## config.mk

```make
export PLATFORM = sky130hd
export DESIGN_NAME = disparity_wta_scheduler
export DESIGN_NICKNAME = d
export VERILOG_FILES = /design/src/rtl/disparity_wta_scheduler_pkg.sv /design/src/rtl/disparity_wta_scheduler_wta_min_tracker.sv /design/src/rtl/disparity_wta_scheduler.sv
export SDC_FILE = /design/constraint.sdc
export NUM_CORES = 1
export LEC_CHECK = 0
export CORE_MARGIN = 3
export CORE_UTILIZATION = 58
export CTS_CLUSTER_SIZE = 24
export DETAILED_ROUTE_END_ITERATION = 7
export GPL_TIMING_DRIVEN = 0
export PLACE_DENSITY = 0.85
export SLEW_MARGIN = 20
export SYNTH_ARGS = -nofsm -noshare
export SYNTH_HDL_FRONTEND = slang
export SYNTH_SLANG_ARGS = --single-unit
```

## constraint.sdc

```tcl
create_clock -name i_clk -period 5.9 [get_ports i_clk]
set_input_delay 0.59 -clock i_clk [delete_from_list [all_inputs] [get_ports i_clk]]
set_output_delay 0.59 -clock i_clk [all_outputs]
set_load 0.02 [all_outputs]
```

## src/rtl/disparity_wta_scheduler_pkg.sv

```systemverilog
// Shared definitions for the disparity winner-take-all scheduler.
// The cost width is derived from the census window geometry so the
// similarity datapath and the scheduler always agree on it.
package disparity_wta_scheduler_pkg;

    // Census window geometry used by the similarity datapath
    localparam int WC = 7;
    localparam int WH = 13;

    // Worst-case summed Hamming cost over the window, rounded up to bits
    localparam int COST_W = $clog2((WC * WC / 2) * WH * WH);

    // Default disparity search range
    localparam int ND_DEFAULT = 64;

    // Scheduler FSM encoding
    localparam logic [1:0] S_IDLE  = 2'd0;
    localparam logic [1:0] S_ISSUE = 2'd1;
    localparam logic [1:0] S_DRAIN = 2'd2;
    localparam logic [1:0] S_DONE  = 2'd3;

endpackage

```

## src/rtl/disparity_wta_scheduler_wta_min_tracker.sv

```systemverilog
// Running minimum over the returned window costs for one search.
// Strict less-than keeps the earliest (lowest) disparity on ties.
// The next-state values are exported so the caller can capture a result
// that already includes a return arriving in the same cycle.
module wta_min_tracker #(
    parameter int NCOST = 12,
    parameter int NDBIT = 6
) (
    input  logic             clk_i,
    input  logic             rst_ni,
    input  logic             start_i,
    input  logic             upd_i,
    input  logic [NCOST-1:0] cost_i,
    input  logic [NDBIT-1:0] disp_i,
    output logic [NCOST-1:0] best_cost_d_o,
    output logic [NDBIT-1:0] best_disp_d_o
);

    logic [NCOST-1:0] best_cost_q, best_cost_d;
    logic [NDBIT-1:0] best_disp_q, best_disp_d;

    // Clear on start, otherwise take a strictly smaller cost
    always_comb begin
        best_cost_d = best_cost_q;
        best_disp_d = best_disp_q;
        if (start_i) begin
            best_cost_d = '1;
            best_disp_d = '0;
        end else if (upd_i && (cost_i < best_cost_q)) begin
            best_cost_d = cost_i;
            best_disp_d = disp_i;
        end
    end

    // Best-so-far registers
    always_ff @(posedge clk_i or negedge rst_ni) begin
        if (!rst_ni) begin
            best_cost_q <= '1;
            best_disp_q <= '0;
        end else begin
            best_cost_q <= best_cost_d;
            best_disp_q <= best_disp_d;
        end
    end

    assign best_cost_d_o = best_cost_d;
    assign best_disp_d_o = best_disp_d;

endmodule

```

## src/rtl/disparity_wta_scheduler.sv

```systemverilog
// Disparity search scheduler: issues candidates 0..dmax to the census
// similarity datapath one per cycle, collects the in-order cost returns
// and reports the minimum-cost disparity with a one-cycle strobe.
// i_dmax carries one bit beyond the disparity index so an out-of-range
// request can be seen, flagged and clamped instead of silently wrapping.
module disparity_wta_scheduler
    import disparity_wta_scheduler_pkg::*;
#(
    parameter  int ND    = ND_DEFAULT,
    parameter  int NCOST = COST_W,
    localparam int NDBIT = $clog2(ND),
    localparam int DMW   = NDBIT + 1
) (
    input  logic             i_clk,
    input  logic             i_rstn,
    input  logic             i_req,
    output logic             o_ready,
    input  logic [DMW-1:0]   i_dmax,
    output logic             o_sim_dval,
    output logic [NDBIT-1:0] o_sim_disp,
    input  logic             i_cost_dval,
    input  logic [NCOST-1:0] i_cost,
    output logic             o_dval,
    output logic [NDBIT-1:0] o_disp,
    output logic [NCOST-1:0] o_cost,
    output logic             o_err
);

    // Return counter is one bit wider so dmax+1 == ND does not wrap
    localparam int             CW       = NDBIT + 1;
    localparam logic [DMW-1:0] DMAX_LIM = DMW'(ND - 1);

    logic [1:0]       state_q, state_d;
    logic [NDBIT-1:0] dmax_q, dmax_d;
    logic [CW-1:0]    ret_q, ret_d;
    logic [CW-1:0]    ret_tgt;
    logic             ready_q, ready_d;
    logic             sim_dval_q, sim_dval_d;
    logic [NDBIT-1:0] sim_disp_q, sim_disp_d;
    logic             dval_q, dval_d;
    logic [NDBIT-1:0] disp_q, disp_d;
    logic [NCOST-1:0] cost_q, cost_d;
    logic             err_q, err_d;

    logic             trk_start;
    logic             trk_upd;
    logic [NCOST-1:0] trk_cost_nxt;
    logic [NDBIT-1:0] trk_disp_nxt;

    assign ret_tgt = CW'(dmax_q) + CW'(1);

    wta_min_tracker #(
        .NCOST (NCOST),
        .NDBIT (NDBIT)
    ) u_trk (
        .clk_i         (i_clk),
        .rst_ni        (i_rstn),
        .start_i       (trk_start),
        .upd_i         (trk_upd),
        .cost_i        (i_cost),
        .disp_i        (ret_q[NDBIT-1:0]),
        .best_cost_d_o (trk_cost_nxt),
        .best_disp_d_o (trk_disp_nxt)
    );

    // FSM, issue/return counting and result capture
    always_comb begin
        state_d    = state_q;
        dmax_d     = dmax_q;
        ret_d      = ret_q;
        ready_d    = ready_q;
        sim_dval_d = sim_dval_q;
        sim_disp_d = sim_disp_q;
        dval_d     = 1'b0;
        disp_d     = disp_q;
        cost_d     = cost_q;
        err_d      = err_q;
        trk_start  = 1'b0;
        trk_upd    = 1'b0;
        case (state_q)
            S_IDLE: begin
                // A return with no search in flight is a protocol error
                if (i_cost_dval) err_d = 1'b1;
                if (i_req) begin
                    trk_start  = 1'b1;
                    if (i_dmax > DMAX_LIM) begin
                        dmax_d = NDBIT'(ND - 1);
                        err_d  = 1'b1;
                    end else begin
                        dmax_d = i_dmax[NDBIT-1:0];
                    end
                    ret_d      = '0;
                    sim_disp_d = '0;
                    sim_dval_d = 1'b1;
                    ready_d    = 1'b0;
                    state_d    = S_ISSUE;
                end
            end
            S_ISSUE, S_DRAIN: begin
                if (i_cost_dval) begin
                    trk_upd = 1'b1;
                    ret_d   = ret_q + CW'(1);
                end
                if (state_q == S_ISSUE) begin
                    if (sim_disp_q == dmax_q) begin
                        sim_dval_d = 1'b0;
                        state_d    = S_DRAIN;
                    end else begin
                        sim_disp_d = sim_disp_q + NDBIT'(1);
                    end
                end
                // Final return seen: capture the winner including it
                if (ret_d == ret_tgt) begin
                    sim_dval_d = 1'b0;
                    dval_d     = 1'b1;
                    disp_d     = trk_disp_nxt;
                    cost_d     = trk_cost_nxt;
                    state_d    = S_DONE;
                end
            end
            default: begin
                // DONE: result strobe is on this cycle; nothing may return now
                if (i_cost_dval) err_d = 1'b1;
                ready_d = 1'b1;
                state_d = S_IDLE;
            end
        endcase
    end

    // State and output registers
    always_ff @(posedge i_clk or negedge i_rstn) begin
        if (!i_rstn) begin
            state_q    <= S_IDLE;
            dmax_q     <= '0;
            ret_q      <= '0;
            ready_q    <= 1'b1;
            sim_dval_q <= 1'b0;
            sim_disp_q <= '0;
            dval_q     <= 1'b0;
            disp_q     <= '0;
            cost_q     <= '0;
            err_q      <= 1'b0;
        end else begin
            state_q    <= state_d;
            dmax_q     <= dmax_d;
            ret_q      <= ret_d;
            ready_q    <= ready_d;
            sim_dval_q <= sim_dval_d;
            sim_disp_q <= sim_disp_d;
            dval_q     <= dval_d;
            disp_q     <= disp_d;
            cost_q     <= cost_d;
            err_q      <= err_d;
        end
    end

    assign o_ready    = ready_q;
    assign o_sim_dval = sim_dval_q;
    assign o_sim_disp = sim_disp_q;
    assign o_dval     = dval_q;
    assign o_disp     = disp_q;
    assign o_cost     = cost_q;
    assign o_err      = err_q;

endmodule
```

# After elaboration in Yosys (flattened, before gate mapping)
# Cells that the tools add are included.
# totals
reg_bits	61
inputBits	23
out_inout_bits	28
# op_classes
n_addsub	3
magnitude_cmp	2
eq_ne	9
muxes	35
n_bitwise	1
reduce_logical	11
# ops
op	n
2-to-1 mux 6 bit	6
2-to-1 mux 12 bit	2
2-to-1 mux 7 bit	3
2-to-1 mux 1 bit	14
one-hot mux 7 bit (2 select lines)	1
less-than comparator 12 bit	1
one-hot mux 6 bit (2 select lines)	1
2-to-1 mux 2 bit	4
AND reduction 2 bit	4
AND reduction 4 bit	2
adder 6 x 1 -> 7 bit (second input constant)	1
adder 7 x 1 -> 7 bit (second input constant)	1
== test 7 bit	1
greater-than comparator 7 x 6 -> 1 bit (second input constant)	1
adder 6 x 1 -> 6 bit (second input constant)	1
== test 6 bit	1
inequality test 2 bit (second input constant)	3
inequality test 3 bit (second input constant)	2
one-hot mux 1 bit (2 select lines)	3
one-hot mux 2 bit (2 select lines)	1
AND reduction 3 bit	1
== test 2 x 1 -> 1 bit (second input constant)	1
== test 2 bit (second input constant)	1
zero test 2 bit	1
other kinds (4)	4

# Depth between registers and ports, before layout
# Gate-level depths: netlist (run 1).
# depth
word_depth	6
mapped_depth	10
ltp_nobuf	8

# Cells and area by module
# A second synthesis (run 1) with hierarchy kept.
# hier_totals
hier_cells	340
hier_area_um2	3503.4
# modules_own_cells
mod	instances	cells_each	area_each_um2
disparity_wta_scheduler	1	224	2363.5
wta_min_tracker	1	116	1139.8

# Worst setup path before layout (run 1)
# No wires, ideal clock.
# synth_path
path_kind	input port to flip-flop
from	input port i_cost[5]
to	register disp_q[0] (netlist: o_disp[0])
setup_ps	131
arrival_ps	2199
slack_ps	3570
path_stages	9
path_buffers	2
path_cell_list	ha_1 > a211o_1 > o211ai_1 > o311ai_0 > a21boi_1 > buf_4 > buf_6 > mux2i_1 > o22ai_1
# synth_via
elab_chain_cells	4
# synth_lines
item	line	text
from (decl)	disparity_wta_scheduler.sv:22	input logic [NCOST-1:0] i_cost,
less-than comparator 12 bit	disparity_wta_scheduler_wta_min_tracker.sv:29	end else if (upd_i && (cost_i < best_cost_q)) begin
logical AND 1 bit	disparity_wta_scheduler_wta_min_tracker.sv:29	
2-to-1 mux 6 bit	disparity_wta_scheduler_wta_min_tracker.sv:29	
2-to-1 mux 6 bit	disparity_wta_scheduler_wta_min_tracker.sv:26	if (start_i) begin
to (signal assigned)	disparity_wta_scheduler.sv:151	disp_q <= disp_d;
to (decl)	disparity_wta_scheduler.sv:41	logic [NDBIT-1:0] disp_q, disp_d;
# No other way between the ends.
# A chain may end at the register's enable or synchronous reset.

# Final worst setup path (run 1)
# layout_path
from	input port i_cost[5]
to	register cost_q[9] (netlist: o_cost[9])
# layout_via
elab_chain_cells	4
# layout_lines
item	line	text
less-than comparator 12 bit	disparity_wta_scheduler_wta_min_tracker.sv:29	
logical AND 1 bit	disparity_wta_scheduler_wta_min_tracker.sv:29	
2-to-1 mux 12 bit	disparity_wta_scheduler_wta_min_tracker.sv:29	
2-to-1 mux 12 bit	disparity_wta_scheduler_wta_min_tracker.sv:26	
to (signal assigned)	disparity_wta_scheduler.sv:152	cost_q <= cost_d;
to (decl)	disparity_wta_scheduler.sv:42	logic [NCOST-1:0] cost_q, cost_d;
# No other way between the ends.

==> impl_summary.log, run 1 <==
INFO  metric outcome = finished, final reports clean
INFO  metric num-nets-final = 433
INFO  metric ctsResizeCount = 0
INFO  metric most_frequent_standard_cell_in_the_layout_excluding_fill_and_tap_cells = clkdlybuf4s50_1
INFO  metric rows = 27
INFO  metric cts_setup_buffers = 0
INFO  metric layout-area-overhead-vs-synth = 23.9%
INFO  metric ctsHtreeMaxLevel = 3
INFO  metric grt_setup_unrepaired = no
INFO  metric drt_iter0_drc = 154
INFO  metric worst_ep_arrival_time = 2860 ps
INFO  metric synth_fp_nets = 371
INFO  metric hpwl = 5.20 mm
INFO  metric synth.lib_cells_used.distinct = 49
INFO  metric crit_end_element = register
INFO  metric relSlewSlack = 68.9%
INFO  metric synth.area.top_cells = dfrtp_1 36%, dfstp_2 10%, ha_1 6.7%
INFO  metric clk_transition_reported_paths = 60 ps
INFO  metric drive_gt1_share = 11.1%
INFO  metric post-layout-total-power = 2.01 mW
INFO  metric synth-warning-count = 0
INFO  metric postSynthCellCount = 330
INFO  metric total_leakage_power = 1.93 nW
INFO  metric kind_of_critical_path = in -> reg
INFO  metric cts_root_buf = clkbuf_8
INFO  metric chipWidth = 82.1 um
INFO  metric post_synth_instance_area = 0.00336 sq mm
INFO  metric post_synth.cell_area_avg = 10.2 sq um
INFO  metric floorplan.initialDensity = 60.6%
INFO  metric tritoncts = yes
INFO  metric ys_dominant_reg_cell = dfrtp_1
INFO  metric drtAntennaViolNets = 0
INFO  metric crit_path_max_incr_delay = 420 ps
INFO  metric setup-violations-final = 0
INFO  metric cts.path.max_buffers = 2
INFO  metric drcViolationCount = 0
INFO  metric drt-wirelength-per-cell = 15.1 um
INFO  metric crit_path_top_delay_cell = clkdlybuf4s50_1
INFO  metric synth_area_leader_cell = dfrtp_1
INFO  metric cts_sinks = 61
INFO  metric grt_max_degree = 62
INFO  metric yosys_register_bits = 61
INFO  metric vias_in_the_first_global_route = 2547
INFO  metric fmaxAchievable = 378 MHz
INFO  metric die_height = 82.1 um
INFO  metric asyncSetResetFlopFracSynth = 100%
INFO  metric power.density = 483 mW/mm^2
INFO  metric worst_clock_skew = 7.71 ps
INFO  metric post_drt_via_cell_ratio = 5.55
INFO  metric crit_path_required_time = 6110 ps
INFO  metric layout.cells.most_common_list = 49 x clkdlybuf4s50_1, 48 x dfrtp_1, 41 x nand2_1, 23 x inv_1, 22 x mux2i_1
INFO  metric dieArea = 0.00674 sq mm
INFO  metric core_ar = 0.00554 sq mm
INFO  metric routed_wl = 7.10 mm
INFO  metric drv_cap = 0
INFO  metric vdd.ir_drop.worst = 0.000317 V
INFO  metric antenna_found_initial = 0
INFO  metric groute.usage.overall = 23.3%
INFO  metric via_count = 2604
INFO  metric total_of_fill_cells_in_the_finished_design = 385
INFO  metric worstHoldPathType = in -> async
INFO  metric post-route-min-period = 2650 ps
INFO  metric finalMaxSlewViolations = 0
INFO  metric critPathLaunchType = input pin
INFO  metric grt_pass1_wl = 11.8 mm
INFO  metric crit_chain = clkdlybuf4s50_1, ha_1, a211o_1, o211ai_1, o311ai_0, a21boi_1, buf_4, buf_6, mux2i_1, a2bb2oi_1
INFO  metric clock_latency = 340 ps
INFO  metric pin_count = 51
INFO  metric number_of_enable_type_register_cells_in_the_synthesized_netlist = 0
INFO  metric num_antenna_cells = 0
INFO  metric final_hold_viols = 0
INFO  metric detail_route.first_pass.iterations = 4
INFO  metric tightestPinTransition = 467 ps
INFO  metric gp_congestion = 0.864
INFO  metric timing.setup.tns = 0 ps
INFO  metric sum_of_overflow_across_all_layers_after_global_routing = 0
INFO  metric layout_worst_path_cycle_share = 44.8%
INFO  metric port_buffers = 50
INFO  metric netlist.area_leader.share = 35.8%
INFO  metric critical_path_peak_fanout = 10
INFO  metric cts-buffers-inserted = 9
INFO  metric yosysSeqAreaShare = 45.9%
INFO  metric cts-hold-fix-buffers = 0
registers in the layout (all words and copies together), names as in the netlist:
| signal | flops |
|---|---|
| state_q | 2 |
| dmax_q | 6 |
| o_err | 1 |
| o_disp | 6 |
| o_sim_disp | 6 |
| o_sim_dval | 1 |
| o_cost | 12 |
| u_trk.best_disp_q | 6 |
| ret_q | 7 |
| u_trk.best_cost_q | 12 |
| o_ready | 1 |
| o_dval | 1 |
area by class of cell:
cell class	count	area, sq um	share of cell area, %
multi-input combinational	229	1620	38.9
sequential	61	1540	37.1
timing repair buffer	51	526	12.6
clock buffer	14	153	3.67
buffer	17	111	2.68
tap	72	90.1	2.16
inverter	23	86.3	2.07
clock inverter	2	35.0	0.842
per-stage QoR:
| step | area [sq um] | hold WS [ps] | setup WS (ps) | std cells | utilization [%] |
|---|---|---|---|---|---|
| floorplan | 3360 | 294 | 3570 | 330 | - |
| global placement | 3950 | 463 | 2410 | 452 | 71.3 |
| detailed placement | 3970 | 482 | 2890 | 453 | 71.7 |
| CTS | 4160 | 249 | 3250 | 469 | 75.1 |
| global route | 4160 | 259 | 2940 | 469 | 75.1 |
| finish | 4160 | 242 | 3250 | 469 | 75.1 |
where the power goes:
group,internal [mW],switching (mW),total [mW]
Sequential,0.592,0.122,0.714
Clock,0.207,0.154,0.361
Combinational,0.436,0.500,0.935
path summary, 6_finish.rpt:
| kind | start | endpoint | slack, ps | cells past startpoint |
|---|---|---|---|---|
| worst max-delay path | i_cost[5] | o_cost[9]$_DFFE_PN0P_ | 3250 | 10 |
| worst min-delay path | i_rstn | u_trk.best_disp_q[3]$_DFF_PN0_ | 240 | 2 |
| worst max register to register | state_q[0]$_DFFE_PN0P_ | o_cost[9]$_DFFE_PN0P_ | 3380 | 10 |
| worst min register to register | o_err$_DFFE_PN0P_ | o_err$_DFFE_PN0P_ | 490 | 1 |
| max in group asynchronous | i_rstn | u_trk.best_cost_q[4]$_DFF_PN1_ | 5350 | 2 |
| min in group i_clk | o_err$_DFFE_PN0P_ | o_err$_DFFE_PN0P_ | 490 | 1 |
layer usage:
layer  GRT usage [%]  wire (um)  share of wire [%]  up-vias
met5               0          0                  0        -
met4            10.3        172                2.4        0
met3            5.53        312                4.4       17
met2            35.4       3350                 47       62
met1            31.9       3260                 46     1248
li1                -          -                  -     1277
synthesized netlist by cell type, types with 2 or more instances:
cell	count
xnor2_1	13
buf_2	2
nand4_1	5
and2_1	2
nor2_1	19
ha_1	18
o31ai_1	2
o22ai_1	6
inv_1	23
dfstp_2	13
buf_6	3
and3_1	3
nor3_1	7
nand2b_1	3
dfrtp_1	48
a21oi_1	8
o21ai_0	20
a211oi_1	3
a21o_1	2
buf_4	3
mux2i_1	22
nand2_1	41
a2bb2oi_1	11
xnor3_1	2
or3_1	2
and4_1	3
a22o_1	4
nand3_1	8
clkbuf_1	8
nor2b_1	4
xor2_1	4
critical path: cells and delay by family:
family	cells	cell delay, ps
buf+inv	3	840
fa+ha+maj	1	310
compound gates	5	820
mux	1	290
logic make-up (layout without fill, tap and decap cells):
group           after synthesis  in the layout  synth area share (%)
compound gates               66             66                  13.3
mux                          23             23                  7.23
fa+ha+maj                    18             18                  6.71
simple gates                103            103                  15.2
xor+xnor                     19             19                  5.77
buf+inv                      40            107                  5.89
flops                        61             61                  45.9
No activity file was read; power rests on OpenSTA's default activity.
==> run 2, diff against run 1 <==
--- a/config.mk
+++ b/config.mk
@@ -6,11 +6,11 @@
 export NUM_CORES = 1
 export LEC_CHECK = 0
 export CORE_MARGIN = 3
-export CORE_UTILIZATION = 58
+export CORE_UTILIZATION = 49
 export CTS_CLUSTER_SIZE = 24
 export DETAILED_ROUTE_END_ITERATION = 7
 export GPL_TIMING_DRIVEN = 0
-export PLACE_DENSITY = 0.85
+export PLACE_DENSITY = 0.76
 export SLEW_MARGIN = 20
 export SYNTH_ARGS = -nofsm -noshare
 export SYNTH_HDL_FRONTEND = slang
==> constraint.sdc (replaced) <==
create_clock -name i_clk -period 2.4 [get_ports i_clk]
set_input_delay 0.24 -clock i_clk [delete_from_list [all_inputs] [get_ports i_clk]]
set_output_delay 0.24 -clock i_clk [all_outputs]
set_load 0.02 [all_outputs]
==> impl_summary.log, run 2 (same netlist as run 1, synthesis figures left out) <==
INFO  metric cts-buffers-inserted = 9 (unchanged)
INFO  metric worst_ep_arrival_time = 2590 ps (-270 ps)
INFO  metric drv_cap = 0 (unchanged)
INFO  metric cp_top_family = compound AO/OA/AOI/OAI gates
INFO  metric core_ar = 0.00649 sq mm (+17%)
INFO  metric post-route-min-period = 2380 ps
INFO  metric num_antenna_cells = 0 (unchanged)
INFO  metric worst_slack = 22.4 ps (-3230 ps)
INFO  metric crit_path_max_incr_delay = 540 ps (+120 ps)
INFO  metric layout.area.seq = 0.00154 sq mm (about the same)
INFO  metric die_height = 88.8 um (+8.2%)
INFO  metric path_buf_inv = 3 (unchanged)
INFO  metric clock_latency = 330 ps (about the same)
INFO  metric power.density = 1250 mW/mm^2 (+160%)
INFO  metric groute.usage.overall = 20.9% (-2.4 points)
INFO  metric pre_cts_ws = -249 ps (-3140 ps)
INFO  metric cts_root_buf = clkbuf_8
INFO  metric multi_input_comb_area = 0.00185 sq mm (+14%)
INFO  metric crit_path_required_time = 2610 ps (-3500 ps)
INFO  metric grt_max_degree = 52 (-16%)
INFO  metric drive_gt1_share = 19.5% (+8.4 points)
INFO  metric final_hold_viols = 0 (unchanged)
INFO  metric detail_route.first_pass.iterations = 4 (unchanged)
INFO  metric chipWidth = 88.8 um (+8.2%)
INFO  metric drt_iter0_drc = 79 (-49%)
INFO  metric layout.cells.non_filler = 478 (+1.9%)
INFO  metric crit_chain = inv_1, ha_4, a211o_1, o211ai_1, o311ai_2, a21boi_2, buf_6, buf_12, mux2i_1, a2bb2oi_1
INFO  metric post-layout-total-power = 5.64 mW (+180%)
INFO  metric place_inst = 458 (+1.1%)
INFO  metric via_count = 2669 (+2.5%)
INFO  metric tightestPinTransition = 499 ps (+31.7 ps)
INFO  metric layout_worst_path_cycle_share = 99.1%
INFO  metric crit_path_top_delay_cell = dfstp_2
INFO  metric outcome = finished, final reports clean
INFO  metric finalMaxSlewViolations = 0 (unchanged)
INFO  metric num-nets-final = 437 (+0.92%)
INFO  metric sum_of_overflow_across_all_layers_after_global_routing = 0 (unchanged)
INFO  metric gp_congestion = 0.901 (+4.3%)
INFO  metric crit_end_element = register
INFO  metric critPathLaunchType = register
INFO  metric layout-area-overhead-vs-synth = 34.6%
INFO  metric grt_pass1_wl = 12.5 mm (+5.8%)
INFO  metric pin_count = 51 (unchanged)
INFO  metric relSlewSlack = 66.8% (-2.1 points)
INFO  metric clk_transition_reported_paths = 70 ps (about the same)
INFO  metric drtAntennaViolNets = 0 (unchanged)
INFO  metric kind_of_critical_path = reg -> reg
INFO  metric setup-violations-final = 0 (unchanged)
INFO  metric worst_clock_skew = 5.35 ps (-2.36 ps)
INFO  metric worstHoldPathType = in -> async
INFO  metric drcViolationCount = 0 (unchanged)
INFO  metric cts.path.max_buffers = 2 (unchanged)
INFO  metric port_buffers = 50 (unchanged)
INFO  metric post_drt_via_cell_ratio = 5.58 (+0.57%)
INFO  metric ctsHtreeMaxLevel = 3 (unchanged)
INFO  metric vdd.ir_drop.worst = 0.000661 V (+110%)
INFO  metric tritoncts = yes
INFO  metric drt-wirelength-per-cell = 16.9 um (+11%)
INFO  metric finalHoldWorstSlack = 289 ps (+47.0 ps)
INFO  metric hpwl = 5.39 mm (+3.7%)
INFO  metric cts_sinks = 61 (unchanged)
INFO  metric fmaxAchievable = 421 MHz
INFO  metric total_of_fill_cells_in_the_finished_design = 477 (+24%)
INFO  metric dieArea = 0.00788 sq mm (+17%)
INFO  metric critical_path_peak_fanout = 5 (-5)
INFO  metric vias_in_the_first_global_route = 2687 (+5.5%)
INFO  metric layout.cells.most_common_list = 49 x clkdlybuf4s50_1, 47 x dfrtp_1, 41 x nand2_1, 21 x inv_1, 20 x o21ai_0
INFO  metric most_frequent_standard_cell_in_the_layout_excluding_fill_and_tap_cells = clkdlybuf4s50_1
INFO  metric rows = 29 (+7.4%)
INFO  metric floorplan.initialDensity = 51.7% (-8.9 points)
INFO  metric routed_wl = 8.06 mm (+14%)
INFO  metric antenna_found_initial = 0 (unchanged)
INFO  metric total_leakage_power = 2.00 nW (+3.9%)
-- run 2: changes by cell type in the layout (fill, tap and decap cells not counted), sizes merged --
cell / change
clkbuf: -1
clkinv: +1
dlygate4sd3: +1
bufinv: +1
buf: +2
-- run 2: final timing paths --
path | from | end | slack [ps] | depth (start not counted)
max | u_trk.best_cost_q[5]$_DFF_PN1_ | o_cost[8]$_DFFE_PN0P_ | 20 | 10
min | i_rstn | o_cost[8]$_DFFE_PN0P_ | 290 | 2
max reg2reg | u_trk.best_cost_q[5]$_DFF_PN1_ | o_cost[8]$_DFFE_PN0P_ | 20 | 10
min reg2reg | o_err$_DFFE_PN0P_ | o_err$_DFFE_PN0P_ | 490 | 1
max in group asynchronous | i_rstn | u_trk.best_cost_q[2]$_DFF_PN1_ | 1570 | 3
min in group i_clk | o_err$_DFFE_PN0P_ | o_err$_DFFE_PN0P_ | 490 | 1
-- run 2: layout make-up --
| class | count | area share (%) |
|---|---|---|
| buffer | 16 | 2.71 |
| clock buffer | 12 | 3.43 |
| clock inverter | 4 | 1.55 |
| inverter | 23 | 1.91 |
| multi-input combinational | 229 | 41.0 |
| sequential | 61 | 34.1 |
| tap | 77 | 2.13 |
| timing repair buffer | 56 | 13.2 |
-- run 2: through the flow --
step / instance area (sq um) / TNS [ps] / utilization (%)
after floorplan: 3360 / 0 / -
after CTS: 4270 / 0 / 65.7
after global routing: 4520 / -1220 / 69.6
after detailed placement: 3980 / -4610 / 61.3
after global placement: 3960 / -43900 / 60.9
final: 4520 / 0 / 69.6
-- run 2: where the power goes --
part / leakage [nW] / internal, mW / switching [mW]
Clock: 0.116 / 0.638 / 0.387
Combinational: 1.15 / 1.39 / 1.40
Sequential: 0.742 / 1.46 / 0.363
Total: 2.00 / 3.49 / 2.15
-- run 2: per-layer routing --
| metal | part of all wire [%] | global-route usage, % | vias up |
|---|---|---|---|
| li1 | - | - | 1289 |
| met1 | 42 | 27.0 | 1299 |
| met2 | 53 | 33.6 | 68 |
| met3 | 4.6 | 4.38 | 13 |
| met4 | 1.1 | 9.62 | 0 |
| met5 | 0 | 0 | - |
-- run 2: what timing repair did --
action	in CTS	in global routing
resized for setup	6	39
pin swaps	1	9
hold endpoints to repair	10	0
endpoints found under the setup margin	21	36
setup buffers	3	0
hold buffers	1	0
cloned	0	1
